`config.mk`:
```
export PLATFORM = sky130hd
export DESIGN_NAME = sig_dump_ctrl
export DESIGN_NICKNAME = d
export VERILOG_FILES = /design/src/rtl/sig_dump_pkg.sv /design/src/rtl/sig_dump_fifo.sv /design/src/rtl/sig_dump_ctrl.sv
export SDC_FILE = /design/constraint.sdc
export NUM_CORES = 1
export LEC_CHECK = 0
export ABC_AREA = 1
export CAP_MARGIN = 20
export CORE_MARGIN = 10
export CORE_UTILIZATION = 44
export DETAILED_ROUTE_END_ITERATION = 16
export GPL_ROUTABILITY_DRIVEN = 0
export PLACE_DENSITY = 0.69
export SLEW_MARGIN = 20
export SYNTH_ARGS = -nofsm -noshare
export SYNTH_HDL_FRONTEND = slang
export SYNTH_SLANG_ARGS = --single-unit
```
`constraint.sdc`:
```
create_clock -name clk -period 3 [get_ports clk]
set_input_delay 0.45 -clock clk [delete_from_list [all_inputs] [get_ports clk]]
set_output_delay 0.45 -clock clk [all_outputs]
set_load 0.02 [all_outputs]
```
`src/rtl/sig_dump_pkg.sv`:
```
// Shared types for the compliance-signature unloader.
// FSM state encoding and word-size constant.
package sig_dump_pkg;

    typedef enum logic [2:0] {
        IDLE,
        CHECK,
        RUN,
        DRAIN,
        ERR,
        DONE
    } state_t;

    localparam int WORD_BYTES = 4;

endpackage

```
`src/rtl/sig_dump_fifo.sv`:
```
// Synchronous FIFO buffering {last,data} signature words.
// Simultaneous push and pop are both honoured.
module sig_dump_fifo #(
    parameter int DEPTH = 4,
    parameter int WIDTH = 33
) (
    input  logic                         clk,
    input  logic                         rst,
    input  logic                         push,
    input  logic [WIDTH-1:0]             push_data,
    input  logic                         pop,
    output logic [WIDTH-1:0]             head,
    output logic                         empty,
    output logic [$clog2(DEPTH+1)-1:0]   count
);

    localparam int CW = $clog2(DEPTH + 1);
    localparam int PW = (DEPTH > 1) ? $clog2(DEPTH) : 1;

    logic [WIDTH-1:0] mem [DEPTH];
    logic [PW-1:0]    wr_ptr;
    logic [PW-1:0]    rd_ptr;
    logic             full;
    logic             do_push;
    logic             do_pop;

    function automatic logic [PW-1:0] next_ptr(input logic [PW-1:0] p);
        return (p == PW'(DEPTH - 1)) ? '0 : p + 1'b1;
    endfunction

    assign empty   = (count == '0);
    assign full    = (count == CW'(DEPTH));
    assign do_push = push && (!full || pop);
    assign do_pop  = pop && !empty;
    assign head    = mem[rd_ptr];

    always_ff @(posedge clk) begin
        if (do_push) begin
            mem[wr_ptr] <= push_data;
        end
    end

    always_ff @(posedge clk) begin
        if (rst) begin
            wr_ptr <= '0;
            rd_ptr <= '0;
            count  <= '0;
        end else begin
            if (do_push) wr_ptr <= next_ptr(wr_ptr);
            if (do_pop)  rd_ptr <= next_ptr(rd_ptr);
            if (do_push && !do_pop) begin
                count <= count + 1'b1;
            end else if (do_pop && !do_push) begin
                count <= count - 1'b1;
            end
        end
    end

endmodule

```
`src/rtl/sig_dump_ctrl.sv`:
```
// Streams TCM words [begin,end) to the host link on sim-finish.
// Optional running checksum: define SIG_DUMP_CHECKSUM_EN.
module sig_dump_ctrl
    import sig_dump_pkg::*;
#(
    parameter int ADDR_W     = 17,
    parameter int MEM_RD_LAT = 1,
    parameter int FIFO_DEPTH = 4
) (
    input  logic              clk,
    input  logic              rst,
    input  logic              finish_i,
    input  logic [31:0]       begin_addr_i,
    input  logic [31:0]       end_addr_i,
    output logic              mem_rd_en_o,
    output logic [ADDR_W-1:0] mem_rd_addr_o,
    input  logic [31:0]       mem_rd_data_i,
    output logic              sig_valid_o,
    output logic [31:0]       sig_data_o,
    output logic              sig_last_o,
    input  logic              sig_ready_i,
    output logic              busy_o,
    output logic              done_o,
    output logic              err_o,
    output logic [15:0]       word_cnt_o,
    output logic [31:0]       checksum_o
);

    localparam int CW = $clog2(FIFO_DEPTH + 1);

    state_t                state;
    logic                  finish_q;
    logic [ADDR_W-1:0]     addr;
    logic [ADDR_W-1:0]     end_q;
    logic [ADDR_W-1:0]     last_addr;
    logic [ADDR_W-1:0]     b_in;
    logic [ADDR_W-1:0]     e_in;
    logic [MEM_RD_LAT-1:0] pend;
    logic [MEM_RD_LAT-1:0] pend_last;
    logic [MEM_RD_LAT:0]   pend_ext;
    logic [MEM_RD_LAT:0]   last_ext;
    logic [CW-1:0]         fifo_cnt;
    logic                  fifo_empty;
    logic [32:0]           head;
    logic                  pop;
    logic                  is_last_rd;
    int                    inflight;
    int                    credit;
    logic                  unused_hi;

    assign b_in      = begin_addr_i[ADDR_W-1:0];
    assign e_in      = end_addr_i[ADDR_W-1:0];
    assign unused_hi = ^{begin_addr_i[31:ADDR_W], end_addr_i[31:ADDR_W]};
    assign last_addr = end_q - ADDR_W'(WORD_BYTES);

    always_comb begin
        inflight = 0;
        for (int i = 0; i < MEM_RD_LAT; i++) begin
            inflight = inflight + int'(pend[i]);
        end
    end

    // A slot popped this cycle is free before any new read can land.
    assign pop    = sig_valid_o && sig_ready_i;
    assign credit = FIFO_DEPTH - int'(fifo_cnt) - inflight + int'(pop);

    assign mem_rd_en_o   = (state == RUN) && (credit > 0);
    assign mem_rd_addr_o = addr;
    assign is_last_rd    = mem_rd_en_o && (addr == last_addr);
    assign pend_ext      = {pend, mem_rd_en_o};
    assign last_ext      = {pend_last, is_last_rd};

    assign busy_o = (state == CHECK) || (state == RUN) || (state == DRAIN);

    sig_dump_fifo #(
        .DEPTH (FIFO_DEPTH),
        .WIDTH (33)
    ) u_fifo (
        .clk       (clk),
        .rst       (rst),
        .push      (pend[MEM_RD_LAT-1]),
        .push_data ({pend_last[MEM_RD_LAT-1], mem_rd_data_i}),
        .pop       (pop),
        .head      (head),
        .empty     (fifo_empty),
        .count     (fifo_cnt)
    );

    assign sig_valid_o = !fifo_empty;
    assign sig_last_o  = head[32];
    assign sig_data_o  = head[31:0];

    always_ff @(posedge clk) begin
        if (rst) begin
            state      <= IDLE;
            finish_q   <= 1'b0;
            addr       <= '0;
            end_q      <= '0;
            pend       <= '0;
            pend_last  <= '0;
            done_o     <= 1'b0;
            err_o      <= 1'b0;
            word_cnt_o <= '0;
        end else begin
            finish_q  <= finish_i;
            pend      <= pend_ext[MEM_RD_LAT-1:0];
            pend_last <= last_ext[MEM_RD_LAT-1:0];
            if (pop) word_cnt_o <= word_cnt_o + 16'd1;
            unique case (state)
                IDLE: begin
                    if (finish_i && !finish_q) state <= CHECK;
                end
                CHECK: begin
                    addr  <= b_in;
                    end_q <= e_in;
                    if (b_in[1:0] != 2'b00 || e_in[1:0] != 2'b00 || b_in > e_in) begin
                        state <= ERR;
                    end else if (b_in == e_in) begin
                        state  <= DONE;
                        done_o <= 1'b1;
                    end else begin
                        state <= RUN;
                    end
                end
                RUN: begin
                    if (mem_rd_en_o) begin
                        addr <= addr + ADDR_W'(WORD_BYTES);
                        if (is_last_rd) state <= DRAIN;
                    end
                end
                DRAIN: begin
                    if (fifo_empty && pend == '0) begin
                        state  <= DONE;
                        done_o <= 1'b1;
                    end
                end
                ERR: begin
                    err_o  <= 1'b1;
                    done_o <= 1'b1;
                    state  <= DONE;
                end
                DONE: begin
                end
                default: state <= IDLE;
            endcase
        end
    end

`ifdef SIG_DUMP_CHECKSUM_EN
    logic [31:0] csum;

    always_ff @(posedge clk) begin
        if (rst) begin
            csum <= '0;
        end else if (pop) begin
            csum <= csum + head[31:0];
        end
    end

    assign checksum_o = csum;
`else
    assign checksum_o = '0;
`endif

endmodule

```
==> run summary <==
Status -> finished clean
CP cell instances -> inv_2, ha_1, inv_1, ha_2, fa_1, nor2_1, o211ai_1, nor2_1, nand2_1, nand3_2, inv_2, buf_4
Postcts setup bufs -> 0
Drt first pass iters -> 5
Worst-Margin Slew -> 0.826 ns
Setup TNS -> 0 ns
Hold Path End -> done_o
Highest net fanout along the worst path -> 5
Main flop type after synthesis -> edfxtp_1
Arr. time, crit path -> 2.44 ns
Most frequent cells in the layout -> nand2_1, clkdlybuf4s50_1, nor2_1
Endpoints failing hold -> 0
Worst r2r src -> u_fifo.count[0]
ANT cells -> 0
CP Data Required Time -> 2.55 ns
Slew margin rel. -> 0.444
Final Max Slew Viols -> 0
Most common cell after layout, fill and taps aside -> nand2_1
Cell count after synthesis -> 1,029
Area of the multi-input gates -> 3630 um2
Final clock skew -> 0.0116 ns
Final Cycle Share -> 0.964
Peak VDD IR -> 483 uV
Num CTS Buffers -> 17
CTS tree -> built
DRC violations left -> 0
Number of global-route vias before repair -> 7,515
Largest net degree at the start of global routing -> 67
Flop2flop setup slack -> 0.34 ns
FILL cells -> 1,842
Fin crit period -> 2.89 ns
PD cells -> 764 nW/um2
Ys async rst share -> 0
DP HPWL -> 16.1 mm
Critical path's slowest cell -> fa_1
Synth cell types -> 43
Final setup viols -> 0
Starting Density -> 0.450
First-pass GRT wire length -> 37.9 mm
Reg clk slew, reported paths -> 0.08 ns
Classification of the worst setup path -> reg2out
DR iter-0 viols -> 475
Clock latency at the later pin of the worst-skew pair -> 0.44 ns
Via count -> 7,389
YS warnings -> 0
Synthesized flop and latch total -> 199
H-tree Lvls -> 4
Seq/Total Area, Yosys -> 0.555
CTS Sinks -> 199
PortBufs -> 140
Antenna Violating Nets Remaining -> 0
Die area -> 28,000 um2
Worst hold path type -> reg2reg
Die Ht -> 167 um
Max-Cap Viols -> 0
Final Routed Wirelength -> 23.1 mm
Synth-to-layout area growth -> 25.3%
Crit path buf inv count -> 4
Hold_buf cts -> 0
RSZ-0062 raised after global routing -> true
Top Ports -> 203
# nets final -> 1,305
Worst R2R Path Depth -> 15
Core Rows -> 53
Critical R2R Capture -> mem_rd_addr_o[10]
Register area -> 5310 um2
EDFF count, synth -> 132
CP Launch Type -> flip-flop
Total Routing Usage GR -> 0.164
Slowest stage delay, CP -> 0.43 ns
Clock buffer depth -> 2
Netlist Area Pre-Place -> 9550 um2
Die width -> 167 um
Total Power -> 9.14 mW
Syn_area_per_cell -> 9.28 um2
Routed wire per std cell -> 15.9 um
Worst Hold Depth -> 2
F_max -> 346 MHz
Clock Root Buffer -> clkbuf_16
Core area -> 21,200 um2
CP Capture Type -> output pin
Worst Hold Launch -> done_o
Gr ovfl total -> 0
Initial antenna violation count -> 0
DR vias/cell -> 5.07
CP top delay family -> adder cells
Leak Pwr -> 4.59 nW
Share of cells above drive strength 1 -> 0.0693
## timing repair
item                                    in CTS  in global routing
pin swaps                                    2                  2
hold endpoints to repair                     0                  0
endpoints found under the setup margin       1                  7
resized for setup                           10                  6
cloned                                       0                  0
## power breakdown
| group | internal [mW] | switching [mW] |
|---|---|---|
| Combinational | 1.44 | 2.04 |
| Clock | 1.23 | 1.15 |
| Sequential | 3.07 | 0.206 |
## per-stage QoR
stage | setup slack, ns | hold slack, ns | std cells | utilization | area, um2
after global routing | -0.0271 | 0.495 | 1458 | 0.564 | 12000
after detailed placement | -0.282 | 0.446 | 1426 | 0.533 | 11300
after CTS | 0.00454 | 0.461 | 1458 | 0.564 | 12000
final | 0.109 | 0.456 | 1458 | 0.564 | 12000
after floorplan | 0.155 | 0.438 | 1060 | - | 9670
after global placement | -0.257 | 0.438 | 1426 | 0.533 | 11300
## cells in the mapped netlist (all sizes together), types with 3 or more instances
cell type  instances  area share
o22ai             33       0.022
nand4             12      0.0079
o21ai            122       0.064
xnor2              6      0.0055
nand2            143       0.057
nand3b             5      0.0039
edfxtp           132        0.41
clkbuf            32       0.013
ha                33       0.043
nor2             144       0.059
a21oi             67       0.036
nand3             35       0.020
inv              108       0.042
a31oi              7      0.0046
buf               36       0.027
a211oi             4      0.0031
dfxtp             67        0.14
xor2              11       0.010
nor4               3      0.0026
o21a               5      0.0039
nor3               8      0.0047
## metal layers
metal	up-vias	track usage	share of wire
met2	217	0.273	0.47
met5	-	0	0
met3	21	0.0513	0.074
met4	0	0.0428	0.012
met1	3402	0.202	0.44
li1	3749	-	-
## cell families after synthesis
family | synth area share
compound gates | 0.139
xor+xnor | 0.0156
fa+ha+maj | 0.0474
buf+inv | 0.0824
flops | 0.555
other cells | 0.000393
simple gates | 0.159
## flip-flops by register name (all words and copies together) (netlist names), 2 cells and up, named ones only
register and count:
end_q 17, mem_rd_addr_o 17, state 3, u_fifo.count 3
u_fifo.mem 132, u_fifo.rd_ptr 2, u_fifo.wr_ptr 2, word_cnt_o 16
## worst max path at each step
stage	start	endpoint	slack [ns]	cells past startpoint
final	u_fifo.count[0]	mem_rd_en_o	0.11	12
after global routing	u_fifo.count[0]	mem_rd_en_o	-0.03	12
after CTS	u_fifo.count[1]	mem_rd_en_o	0.005	12
after detailed placement	sig_ready_i	mem_rd_en_o	-0.28	12
after global placement	sig_ready_i	mem_rd_en_o	-0.26	12
after floorplan	u_fifo.count[0]	u_fifo.mem[0][0]	0.15	6
## tightest hold or removal path, delay by kind of cell, from the launching register on
family | cells | cell delay, ns
compound gates | 1 | 0.05
buf+inv | 1 | 0.05
flops | 1 | 0.31
## final cells by class
class | instances | share of cell area
clock buffers | 17 | 0.0355
clock inverters | 15 | 0.0182
inverters | 108 | 0.0339
multi-input cells | 685 | 0.304
flip-flops and latches | 199 | 0.444
well taps | 275 | 0.0287
repair buffers | 159 | 0.136
No activity file was read; power rests on OpenSTA's default activity.
